$ cat src/rtl/trace_store_if.sv
// Host readout and trace-RAM port bundle for trace_store_ctrl.
// The controller takes the master side; the RAM and host take the slave side.
interface trace_store_if #(
  parameter int TRACE_WIDTH = 128,
  parameter int ADDR_W      = 8
);
  logic                   host_rd_req_i;
  logic [ADDR_W-1:0]      host_rd_addr_i;
  logic                   host_rd_valid_o;
  logic [TRACE_WIDTH-1:0] host_rd_data_o;
  logic                   mem_en_o;
  logic                   mem_we_o;
  logic [ADDR_W-1:0]      mem_addr_o;
  logic [TRACE_WIDTH-1:0] mem_wdata_o;
  logic [TRACE_WIDTH-1:0] mem_rdata_i;

  modport master (
    input  host_rd_req_i, host_rd_addr_i, mem_rdata_i,
    output host_rd_valid_o, host_rd_data_o,
    output mem_en_o, mem_we_o, mem_addr_o, mem_wdata_o
  );

  modport slave (
    output host_rd_req_i, host_rd_addr_i, mem_rdata_i,
    input  host_rd_valid_o, host_rd_data_o,
    input  mem_en_o, mem_we_o, mem_addr_o, mem_wdata_o
  );
endinterface

$ cat src/rtl/trace_store_ctrl.sv
// Circular trace-RAM sequencer sharing one RAM port between capture and host readout.
// Define TRACE_STOP_ON_FULL_EN to freeze capture when the RAM fills instead of overwriting.
module trace_store_ctrl #(
  parameter int TRACE_WIDTH = 128,
  parameter int DEPTH       = 256,
  parameter int ADDR_W      = $clog2(DEPTH)
) (
  input  logic                   clk,
  input  logic                   rst_n,
  input  logic                   trace_valid_i,
  input  logic [TRACE_WIDTH-1:0] trace_data_i,
  input  logic                   trace_cap_en_i,
  input  logic                   lock_i,
  trace_store_if.master          bus,
  output logic [ADDR_W-1:0]      wr_ptr_o,
  output logic [ADDR_W:0]        count_o,
  output logic                   wrapped_o,
  output logic [1:0]             state_o
);

  typedef enum logic [1:0] {
    S_IDLE    = 2'd0,
    S_CAPTURE = 2'd1,
    S_DRAIN   = 2'd2,
    S_FROZEN  = 2'd3
  } state_t;

  localparam logic [ADDR_W:0] FULL_CNT = (ADDR_W + 1)'(DEPTH);

  state_t                 state_q, state_d;
  logic                   skid_valid_q, skid_valid_d;
  logic [TRACE_WIDTH-1:0] skid_data_q, skid_data_d;
  logic                   pend_valid_q, pend_valid_d;
  logic [ADDR_W-1:0]      pend_addr_q, pend_addr_d;
  logic                   rd_inflight_q;
  logic [ADDR_W-1:0]      wr_ptr_q;
  logic [ADDR_W:0]        count_q;
  logic                   wrapped_q;

  logic                   accept;
  logic                   wr_fire;
  logic                   rd_grant;
  logic                   fill_now;
  logic [TRACE_WIDTH-1:0] wr_data;

  // Port arbitration: a parked skid record drains first, then a pending read,
  // then the incoming record. A read is only granted with the skid empty, so a
  // record arriving alongside the read always has somewhere to go.
  always_comb begin
    accept       = (state_q == S_CAPTURE) && trace_valid_i && trace_cap_en_i;
`ifdef TRACE_STOP_ON_FULL_EN
    accept       = accept && (count_q != FULL_CNT);
`endif
    wr_fire      = 1'b0;
    rd_grant     = 1'b0;
    wr_data      = trace_data_i;
    skid_valid_d = skid_valid_q;
    skid_data_d  = skid_data_q;

    if (skid_valid_q) begin
      wr_fire      = 1'b1;
      wr_data      = skid_data_q;
      skid_valid_d = accept;
      if (accept) skid_data_d = trace_data_i;
    end else if (pend_valid_q) begin
      rd_grant = 1'b1;
      if (accept) begin
        skid_valid_d = 1'b1;
        skid_data_d  = trace_data_i;
      end
    end else if (accept) begin
      wr_fire = 1'b1;
    end

    fill_now = wr_fire && (count_q == FULL_CNT - 1'b1);
`ifdef TRACE_STOP_ON_FULL_EN
    if (fill_now) skid_valid_d = 1'b0;
`endif

    pend_valid_d = pend_valid_q;
    pend_addr_d  = pend_addr_q;
    if (bus.host_rd_req_i) begin
      pend_valid_d = 1'b1;
      pend_addr_d  = bus.host_rd_addr_i;
    end else if (rd_grant) begin
      pend_valid_d = 1'b0;
    end
  end

  // Next-state logic; FROZEN only leaves through reset.
  always_comb begin
    state_d = state_q;
    case (state_q)
      S_IDLE:    if (trace_cap_en_i && !lock_i) state_d = S_CAPTURE;
      S_CAPTURE: begin
        if (lock_i) state_d = S_DRAIN;
`ifdef TRACE_STOP_ON_FULL_EN
        if (fill_now) state_d = S_FROZEN;
`endif
      end
      S_DRAIN:   state_d = skid_valid_q ? S_DRAIN : S_FROZEN;
      S_FROZEN:  state_d = S_FROZEN;
      default:   state_d = S_IDLE;
    endcase
  end

  always_ff @(posedge clk) begin
    if (!rst_n) begin
      state_q       <= S_IDLE;
      skid_valid_q  <= 1'b0;
      skid_data_q   <= '0;
      pend_valid_q  <= 1'b0;
      pend_addr_q   <= '0;
      rd_inflight_q <= 1'b0;
      wr_ptr_q      <= '0;
      count_q       <= '0;
      wrapped_q     <= 1'b0;
    end else begin
      state_q       <= state_d;
      skid_valid_q  <= skid_valid_d;
      skid_data_q   <= skid_data_d;
      pend_valid_q  <= pend_valid_d;
      pend_addr_q   <= pend_addr_d;
      rd_inflight_q <= rd_grant;
      if (wr_fire) begin
        wr_ptr_q <= wr_ptr_q + 1'b1;
        if (count_q != FULL_CNT) count_q <= count_q + 1'b1;
`ifndef TRACE_STOP_ON_FULL_EN
        if (&wr_ptr_q) wrapped_q <= 1'b1;
`endif
      end
    end
  end

  // Outputs are masked while rst_n is low so a read already in flight never
  // surfaces during the reset cycle.
  always_comb begin
    bus.mem_en_o        = rst_n && (wr_fire || rd_grant);
    bus.mem_we_o        = rst_n && wr_fire;
    bus.mem_addr_o      = rd_grant ? pend_addr_q : wr_ptr_q;
    bus.mem_wdata_o     = wr_data;
    bus.host_rd_valid_o = rst_n && rd_inflight_q;
    bus.host_rd_data_o  = (rst_n && rd_inflight_q) ? bus.mem_rdata_i : '0;
  end

  assign wr_ptr_o  = wr_ptr_q;
  assign count_o   = count_q;
  assign wrapped_o = wrapped_q;
  assign state_o   = state_q;

endmodule

$ cat src/flat_wrapper.sv
// flat-port wrapper written by rule: the top's interface ports become plain ports
module trace_store_ctrl_flat 
#(
  parameter int TRACE_WIDTH = 128,
  parameter int DEPTH       = 256,
  parameter int ADDR_W      = $clog2(DEPTH)
)
  (clk, rst_n, trace_valid_i, trace_data_i, trace_cap_en_i, lock_i, wr_ptr_o, count_o, wrapped_o, state_o, bus_host_rd_req_i, bus_host_rd_addr_i, bus_mem_rdata_i, bus_host_rd_valid_o, bus_host_rd_data_o, bus_mem_en_o, bus_mem_we_o, bus_mem_addr_o, bus_mem_wdata_o);
  trace_store_if #(.TRACE_WIDTH(TRACE_WIDTH), .ADDR_W(ADDR_W)) bus_i ();
  input  logic clk;
  input  logic rst_n;
  input  logic trace_valid_i;
  input  logic [TRACE_WIDTH-1:0] trace_data_i;
  input  logic trace_cap_en_i;
  input  logic lock_i;
  output logic [ADDR_W-1:0] wr_ptr_o;
  output logic [ADDR_W:0] count_o;
  output logic wrapped_o;
  output logic [1:0] state_o;
  input wire logic [$bits(bus_i.host_rd_req_i)-1:0] bus_host_rd_req_i;
  input wire logic [$bits(bus_i.host_rd_addr_i)-1:0] bus_host_rd_addr_i;
  input wire logic [$bits(bus_i.mem_rdata_i)-1:0] bus_mem_rdata_i;
  output wire logic [$bits(bus_i.host_rd_valid_o)-1:0] bus_host_rd_valid_o;
  output wire logic [$bits(bus_i.host_rd_data_o)-1:0] bus_host_rd_data_o;
  output wire logic [$bits(bus_i.mem_en_o)-1:0] bus_mem_en_o;
  output wire logic [$bits(bus_i.mem_we_o)-1:0] bus_mem_we_o;
  output wire logic [$bits(bus_i.mem_addr_o)-1:0] bus_mem_addr_o;
  output wire logic [$bits(bus_i.mem_wdata_o)-1:0] bus_mem_wdata_o;
  assign bus_i.host_rd_req_i = bus_host_rd_req_i;
  assign bus_i.host_rd_addr_i = bus_host_rd_addr_i;
  assign bus_i.mem_rdata_i = bus_mem_rdata_i;
  assign bus_host_rd_valid_o = bus_i.host_rd_valid_o;
  assign bus_host_rd_data_o = bus_i.host_rd_data_o;
  assign bus_mem_en_o = bus_i.mem_en_o;
  assign bus_mem_we_o = bus_i.mem_we_o;
  assign bus_mem_addr_o = bus_i.mem_addr_o;
  assign bus_mem_wdata_o = bus_i.mem_wdata_o;
  trace_store_ctrl #(.TRACE_WIDTH(TRACE_WIDTH), .DEPTH(DEPTH), .ADDR_W(ADDR_W)) u_core (.clk(clk), .rst_n(rst_n), .trace_valid_i(trace_valid_i), .trace_data_i(trace_data_i), .trace_cap_en_i(trace_cap_en_i), .lock_i(lock_i), .bus(bus_i), .wr_ptr_o(wr_ptr_o), .count_o(count_o), .wrapped_o(wrapped_o), .state_o(state_o));
endmodule
$ cat config.mk
export PLATFORM = sky130hd
export DESIGN_NAME = trace_store_ctrl_flat
export DESIGN_NICKNAME = d
export VERILOG_FILES = /design/src/rtl/trace_store_if.sv /design/src/rtl/trace_store_ctrl.sv /design/src/flat_wrapper.sv
export SDC_FILE = /design/constraint.sdc
export NUM_CORES = 1
export LEC_CHECK = 0
export CORE_AREA = 2 2 219 221
export CTS_CLUSTER_DIAMETER = 120
export DETAILED_ROUTE_END_ITERATION = 6
export DIE_AREA = 0 0 221 223
export DONT_BUFFER_PORTS = 1
export PLACE_DENSITY = 0.41
export SYNTH_ARGS = -nofsm -noshare
export SYNTH_HDL_FRONTEND = slang
export SYNTH_SLANG_ARGS = --single-unit
$ cat constraint.sdc
create_clock -name clk -period 3.78 [get_ports clk]
set_input_delay 0.756 -clock clk [delete_from_list [all_inputs] [get_ports clk]]
set_output_delay 0.756 -clock clk [all_outputs]
set_load 0.02 [all_outputs]
# Word-level counts from Yosys, hierarchy flattened
# Index checks and enable logic that the tools add are counted.
[op_classes]
addsub = 2
eq_ne = 6
n_mux = 19
n_reduce_logical = 14
[op_table]
columns = ["operator", "n"]
rows = [
  ["two-way mux 128 bit", 5],
  ["two-way mux 1 bit", 10],
  ["adder 9 x 1 -> 9 bit, second input constant", 1],
  ["!= test 9 bit, second input constant", 1],
  ["AND reduction 9 bit", 1],
  ["adder 8 x 1 -> 8 bit, second input constant", 1],
  ["two-way mux 8 bit", 1],
  ["case mux 2 bit (4 select lines)", 1],
  ["logical AND 1 bit", 6],
  ["equality test 2 bit, second input constant", 2],
  ["two-way mux 2 bit", 2],
  ["AND reduction 2 bit", 2],
  ["nonzero test 2 bit", 2],
  ["equality test 2 x 1 -> 1 bit, second input constant", 1],
  ["logical NOT 2 bit", 1],
  ["!= test 2 x 1 -> 1 bit, second input constant", 1],
  ["!= test 2 bit, second input constant", 1],
  ["logical NOT 1 bit", 1],
  ["logical OR 1 bit", 1],
]
[totals]
register_bits = 159
output_inout_bits = 287
elab_cells = 50

# Logic depth before layout (Yosys ltp)
# Gate-level depths: netlist of run 1.
[logic_depth]
depth_word = 8
mapped_depth = 6

# Least setup slack after synthesis of run 1
# No wires, ideal clock.
[synth_timing]
path_type = "input to output"
startpoint = "input port rst_n"
endpoint = "output port bus_mem_en_o"
arrival_time_ps = 1833
setup_slack_ps = 1191
stages = 5
n_path_buf = 3
cell_sequence = "clkbuf_1 inv_2 clkbuf_1 clkbuf_1 nor2_1"
[synth_via]
elab_chain_len = 1
[synth_rtl]
columns = ["element", "line", "source"]
rows = [
  ["from (decl)", "flat_wrapper.sv:11", "input logic rst_n;"],
  ["logical AND 1 bit", "trace_store_ctrl.sv:138", "bus.mem_en_o = rst_n && (wr_fire || rd_grant);"],
  ["to (decl)", "flat_wrapper.sv:25", "output wire logic [$bits(bus_i.mem_en_o)-1:0] bus_mem_en_o;"],
]
# No other way between the ends.

# Final worst setup path of run 1
[layout_timing]
startpoint = "register u_core.skid_valid_q"
endpoint = "output port bus_mem_wdata_o[35]"
[layout_via]
elab_chain_len = 1
[layout_rtl]
columns = ["element", "line", "source"]
rows = [
  ["from (decl)", "trace_store_ctrl.sv:31", "logic skid_valid_q, skid_valid_d;"],
  ["from (signal assigned)", "trace_store_ctrl.sv:120", "skid_valid_q <= skid_valid_d;"],
  ["two-way mux 128 bit", "trace_store_ctrl.sv:60", "if (skid_valid_q) begin"],
  ["to (decl)", "flat_wrapper.sv:28", "output wire logic [$bits(bus_i.mem_wdata_o)-1:0] bus_mem_wdata_o;"],
]
# No other way between the ends.

==> impl_metrics.yaml, run 1 <==
status:
  status: "complete, no violations"
floorplan:
  die_w_um: 221
  die_y_um: 223
  num_io_pins: 557
  coreArea_um2: 47150
  rows: 80
  start_util_pct: 17.47
  dieArea_um2: 49280
final_layout:
  nNetsFinal: 1226
  fillCellCount: 5225
  mostFrequentLayoutCell: "nand2_1"
  final_cell_mix: "272 x nand2_1, 157 x dfxtp_1, 140 x a21oi_1"
  area_growth_pct: 14.28
  design_area_um2: 9410
  layout-drive-gt1-share_pct: 19.36
sta:
  slew_headroom_pct: 41.23
  max_freq_mhz: 334.9
  post-route-period-util_pct: 79.00
  min_period_ns: 2.986
  tightestPinTransition_ns: 0.8815
  setup_viol: 0
  setup_tns_ns: 0
  slew_viol_final: 0
  whs_ns: 0.4105
  clock-skew-final_ns: 0.01834
  rsz0062_at_grt: "false"
  hold_viol: 0
worst_setup_path:
  critPathCaptureType: "primary output"
  timing.critical_path.from: "u_core.skid_valid_q$_SDFF_PN0_"
  path_cells: "buf_12, mux2_2"
  crit_path_top_delay_cell: "dfxtp_4"
  r2r_start: "u_core.state_o[0]$_SDFFE_PN0P_"
  critPathMaxFanout: 99
  start_kind: "register"
  crit_required_ns: 3.02
  cp.arrival_ns: 2.23
  cp_slowest_stage_delay_ns: 0.71
  critPathKind: "reg -> out"
grt:
  grt_first_pass_wirelength_mm: 39.59
  first_global_vias: 6460
  grt_overflow: 0
  track_usage_pct: 10.40
  grt_max_degree: 146
  antenna_found_initial: 7
yosys:
  synth-seq-area-share_pct: 38.66
  yosys-top-cells-area: "dfxtp_1 39%, mux2_2 19%, nand2_1 12%, and3_1 9.7%, a21oi_1 8.5%"
  synth_cell_types: 38
  avgSynthCellArea_um2: 8.104
  synthCells: 1016
  synth_top_area_share_pct: 38.66
  ys_warn_count: 0
  synth_nets: 1289
  synth_seq_cells: 159
  syn_area_um2: 8234
  yosys.area.top_type: "dfxtp_1"
route:
  first_pass_iters: 4
  drtIter0Drc: 428
  wl_per_cell_um: 17.02
  vias: 6959
  drtAntennaViolNets: 0
  drc: 0
  drt_wl_total_mm: 26.97
  viasPerCell: 4.391
placed_design:
  detailed_place.area_um2: 8747
  io_buffers: 0
  hpwl_mm: 19.90
  gp_congestion: 0.9958
min_path:
  min-delay-start: "trace_data_i[21]"
  min_path_type: "in -> reg"
clocking:
  cts.sinks: 159
  clk_pin_slew_worst_paths_ns: 0.07
  cts_tree: "yes"
  cts_resized: 0
  post-cts-setup-buffer-count: 0
  clock_latency_ns: 0.47
  hold_buffers: 0
  h-tree-depth: 4
  cts_buffers: 17
  clockRootBuffer: "clkbuf_16"
  clock_path_buffers: 2
power_and_ir_drop:
  p_leak_uw: 0.003446
  power_density_nw_per_um2: 421.6
  ir_worst_vdd_mv: 0.4671
job:
  maxCapViolCount: 0
## state kept, by name (all words and copies together), names as in the netlist
name,flops
u_core.count_o,9
u_core.pend_addr_q,8
u_core.pend_valid_q,1
u_core.rd_inflight_q,1
u_core.skid_data_q,128
u_core.skid_valid_q,1
u_core.state_o,2
u_core.wr_ptr_o,8
u_core.wrapped_o,1
## area by class of cell
type	count	area, um2	share of cell area, %
Multi-Input combinational cell	756	4641	49.32
Sequential cell	159	3188	33.88
Tap cell	615	769.5	8.177
Clock buffer	19	442.9	4.707
Clock inverter	13	210.2	2.234
Timing Repair Buffer	10	112.6	1.197
Inverter	9	36.28	0.3856
Antenna cell	4	10.01	0.1064
## critical path, delay by kind of cell, from the launching register on
family	cells	cell delay, ns
DFF	1	0.71
muxes	1	0.47
buffers and inverters	1	0.40
## worst paths after layout
kind,end,slack (ns),cells after the start
max,bus_mem_wdata_o[35],0.79,2
min,u_core.skid_data_q[21]$_SDFFE_PN0P_,0.41,2
max reg2reg,u_core.skid_data_q[86]$_SDFFE_PN0P_,1.62,5
min reg2reg,u_core.skid_data_q[44]$_SDFFE_PN0P_,0.45,2
## stage by stage
stage / util [%] / worst slack [ns] / std cells / power, uW
6_report: 19.96 / 0.7939 / 1585 / 3967
5_1_grt: 19.95 / 0.6177 / 1584 / 4112
4_1_cts: 19.94 / 0.7634 / 1581 / 4050
3_5_place_dp: 18.55 / 1.087 / 1549 / 2072
3_3_place_gp: 18.55 / 1.111 / 1549 / 2072
2_1_floorplan: - / 1.191 / 1016 / 2049
## where the power goes
group / internal, uW / switching [uW]
logic: 95.3 / 233
registers: 1690 / 15.1
clock network: 1190 / 743
## cell usage after synthesis (all sizes together)
cell	number
mux2	136
or4	4
or3	2
clkbuf	47
a21o	1
nand3	4
nor3b	1
nor4	1
nand2	272
o21a	2
and3	128
mux2i	13
o31a	1
ha	3
o31ai	4
and4	2
nor4b	1
nor2	18
buf	45
o221a	1
nand2b	3
a31o	2
and4b	1
xnor2	1
nor3	1
a21oi	141
and2	2
dfxtp	159
o21ai	3
nand4	5
o41ai	1
a32o	1
inv	9
a41oi	1
## cell families after synthesis
kind of cell,after synthesis,share of synthesized area [%]
AO/OA/AOI/OAI,158,10.23
XOR/XNOR,1,0.1064
adder cells (fa/ha/maj),3,0.4559
buffers and inverters,101,5.212
flip-flops,159,38.66
multiplexers,149,20.18
AND/OR/NAND/NOR,445,25.16
## per-layer routing
layer,up-vias,global-route usage (%),routed length (um)
met4,4,4.308,462
met1,3197,12.72,11610
met5,-,0,27
met2,346,15.40,12130
met3,29,5.202,2740
li1,3383,-,-
Power figures use the tool's default switching activity.
==> run 2: changes to the inputs <==
--- a/config.mk
+++ b/config.mk
@@ -5,12 +5,12 @@
 export SDC_FILE = /design/constraint.sdc
 export NUM_CORES = 1
 export LEC_CHECK = 0
-export CORE_AREA = 2 2 219 221
+export CORE_AREA = 2 2 215 217
 export CTS_CLUSTER_DIAMETER = 120
 export DETAILED_ROUTE_END_ITERATION = 6
-export DIE_AREA = 0 0 221 223
+export DIE_AREA = 0 0 217 219
 export DONT_BUFFER_PORTS = 1
-export PLACE_DENSITY = 0.41
+export PLACE_DENSITY = 0.42
 export SYNTH_ARGS = -nofsm -noshare
 export SYNTH_HDL_FRONTEND = slang
 export SYNTH_SLANG_ARGS = --single-unit
==> constraint.sdc (replaced) <==
create_clock -name clk -period 3.1 [get_ports clk]
set_input_delay 0.62 -clock clk [delete_from_list [all_inputs] [get_ports clk]]
set_output_delay 0.62 -clock clk [all_outputs]
set_load 0.02 [all_outputs]
==> run 2 against run 1 <==
  * Critical endpoint is now bus_mem_we_o
  * Register-to-register slack worse by 0.77 ns
  * Hold slack worse by 0.14 ns
  * Highest routed layer unchanged
  * Largest cell class unchanged
  * Via count is 1.2% higher
  * Die area is 3.6% lower
  * Wire length is 5.9% higher
  * Sequential power is 22% higher
  * Clock skew is 0.011 ns lower
  * Cell count is 0.13% higher
==> impl_metrics.yaml, run 2 (synthesis gave the netlist of run 1 again) <==
route:
  drtAntennaViolNets: 0
  drtIter0Drc: 403
  vias: 7045
  drt_wl_total_mm: 28.56
  wl_per_cell_um: 18.00
  first_pass_iters: 4
  viasPerCell: 4.439
  drc: 0
worst_setup_path:
  critPathCaptureType: "primary output"
  cp.arrival_ns: 2.17
  path_cells: "and4b_1, a21oi_2, nor2_1"
  cp_slowest_stage_delay_ns: 0.59
  path_delay_family: "simple AND/OR/NAND/NOR gates"
  crit_required_ns: 2.48
  critPathKind: "reg -> out"
  cp.buffers_inverters: 0
  start_kind: "register"
  crit_path_top_delay_cell: "a21oi_2"
  critPathMaxFanout: 18
grt:
  grt_overflow: 0
  track_usage_pct: 11.18
  antenna_found_initial: 6
  grt_max_degree: 146
  grt_first_pass_wirelength_mm: 39.34
  first_global_vias: 6282
floorplan:
  die_y_um: 219
  dieArea_um2: 47520
  num_io_pins: 557
  start_util_pct: 18.26
  rows: 78
  coreArea_um2: 45090
  die_w_um: 217
final_layout:
  layout-drive-gt1-share_pct: 20.67
  final_util_pct: 20.96
  area_growth_pct: 14.78
  largest_register_ffs: 128
  top_register: "u_core.skid_data_q"
  mostFrequentLayoutCell: "nand2_1"
  nNetsFinal: 1242
  final_cell_mix: "272 x nand2_1, 157 x dfxtp_1, 140 x a21oi_1"
sta:
  whs_ns: 0.2752
  rsz0062_at_grt: "false"
  tightestPinTransition_ns: 0.7970
  max_freq_mhz: 358.8
  slew_viol_final: 0
  post-route-period-util_pct: 89.90
  setup_tns_ns: 0
  setup_viol: 0
  slew_headroom_pct: 46.86
  clock-skew-final_ns: 0.006919
  hold_viol: 0
  min_period_ns: 2.787
power_and_ir_drop:
  ir_worst_vdd_mv: 0.3481
  pwr-share-seq_pct: 45.7
  p_sw_share_pct: 26.93
  power_frac_clock_pct: 45.3
  intPower_uw: 3328
  power.total_uw: 4555
  p_comb_share_pct: 9.0
  switchingPower_uw: 1227
  p_leak_uw: 0.003486
  power_density_nw_per_um2: 481.9
job:
  maxCapViolCount: 0
clocking:
  clock_path_buffers: 2
  clockRootBuffer: "clkbuf_16"
  cts_resized: 0
  h-tree-depth: 4
  clock_latency_ns: 0.46
  clk_pin_slew_worst_paths_ns: 0.07
  hold_buffers: 0
  cts_tree: "yes"
  post-cts-setup-buffer-count: 0
  cts.sinks: 159
  cts_buffers: 17
placed_design:
  gp_congestion: 1.111
  io_buffers: 0
  hpwl_mm: 21.11
status:
  status: "complete, no violations"
min_path:
  min_path_type: "in -> reg"
-- run 2: final timing paths --
path                                                          start                                  end  slack (ns)  cells after the start
worst max-delay path                 u_core.state_o[1]$_SDFFE_PN0P_                         bus_mem_we_o        0.31                      3
worst min-delay path                              bus_host_rd_req_i     u_core.pend_valid_q$_SDFFE_PN0P_        0.28                      2
worst max register to register       u_core.skid_valid_q$_SDFF_PN0_  u_core.skid_data_q[63]$_SDFFE_PN0P_        0.85                      5
worst min register to register  u_core.skid_data_q[57]$_SDFFE_PN0P_  u_core.skid_data_q[57]$_SDFFE_PN0P_        0.45                      2
-- run 2: final cells by class --
| type | count | area (um2) |
|---|---|---|
| antenna | 5 | 12.51 |
| clock buffer | 20 | 456.7 |
| clock inverter | 12 | 108.9 |
| fill | 5035 | 35640 |
| inverter | 9 | 36.28 |
| multi-input combinational | 756 | 4641 |
| sequential | 159 | 3188 |
| tap | 600 | 750.7 |
| timing repair buffer | 26 | 257.7 |
-- run 2: routing by layer --
metal  track usage (%)  wire, um  share of wire (%)  vias to the layer above
li1                  -         -                  -                     3410
met4             5.868       859                3.0                        2
met2             16.32     12610                 44                      347
met5             1.042        65               0.23                        -
met3             4.879      2897                 10                       38
met1             13.74     12130                 42                     3248
-- run 2: power by group through the flow --
stage,registers (uW),logic (uW),clock network [uW]
after floorplan,2120,380,0
after global placement,2130,416,0
after detailed placement,2130,414,0
after CTS,2080,416,2160
after global routing,2080,433,2230
final,2080,412,2060
-- run 2: per-stage QoR --
stage | setup WS, ns | instance area [um2] | cells
after floorplan | 0.7832 | 8234 | 1016
after global placement | 0.7640 | 8874 | 1550
after detailed placement | 0.7390 | 8874 | 1550
after CTS | 0.2519 | 9439 | 1582
after global routing | 0.1342 | 9452 | 1587
final | 0.3132 | 9452 | 1587
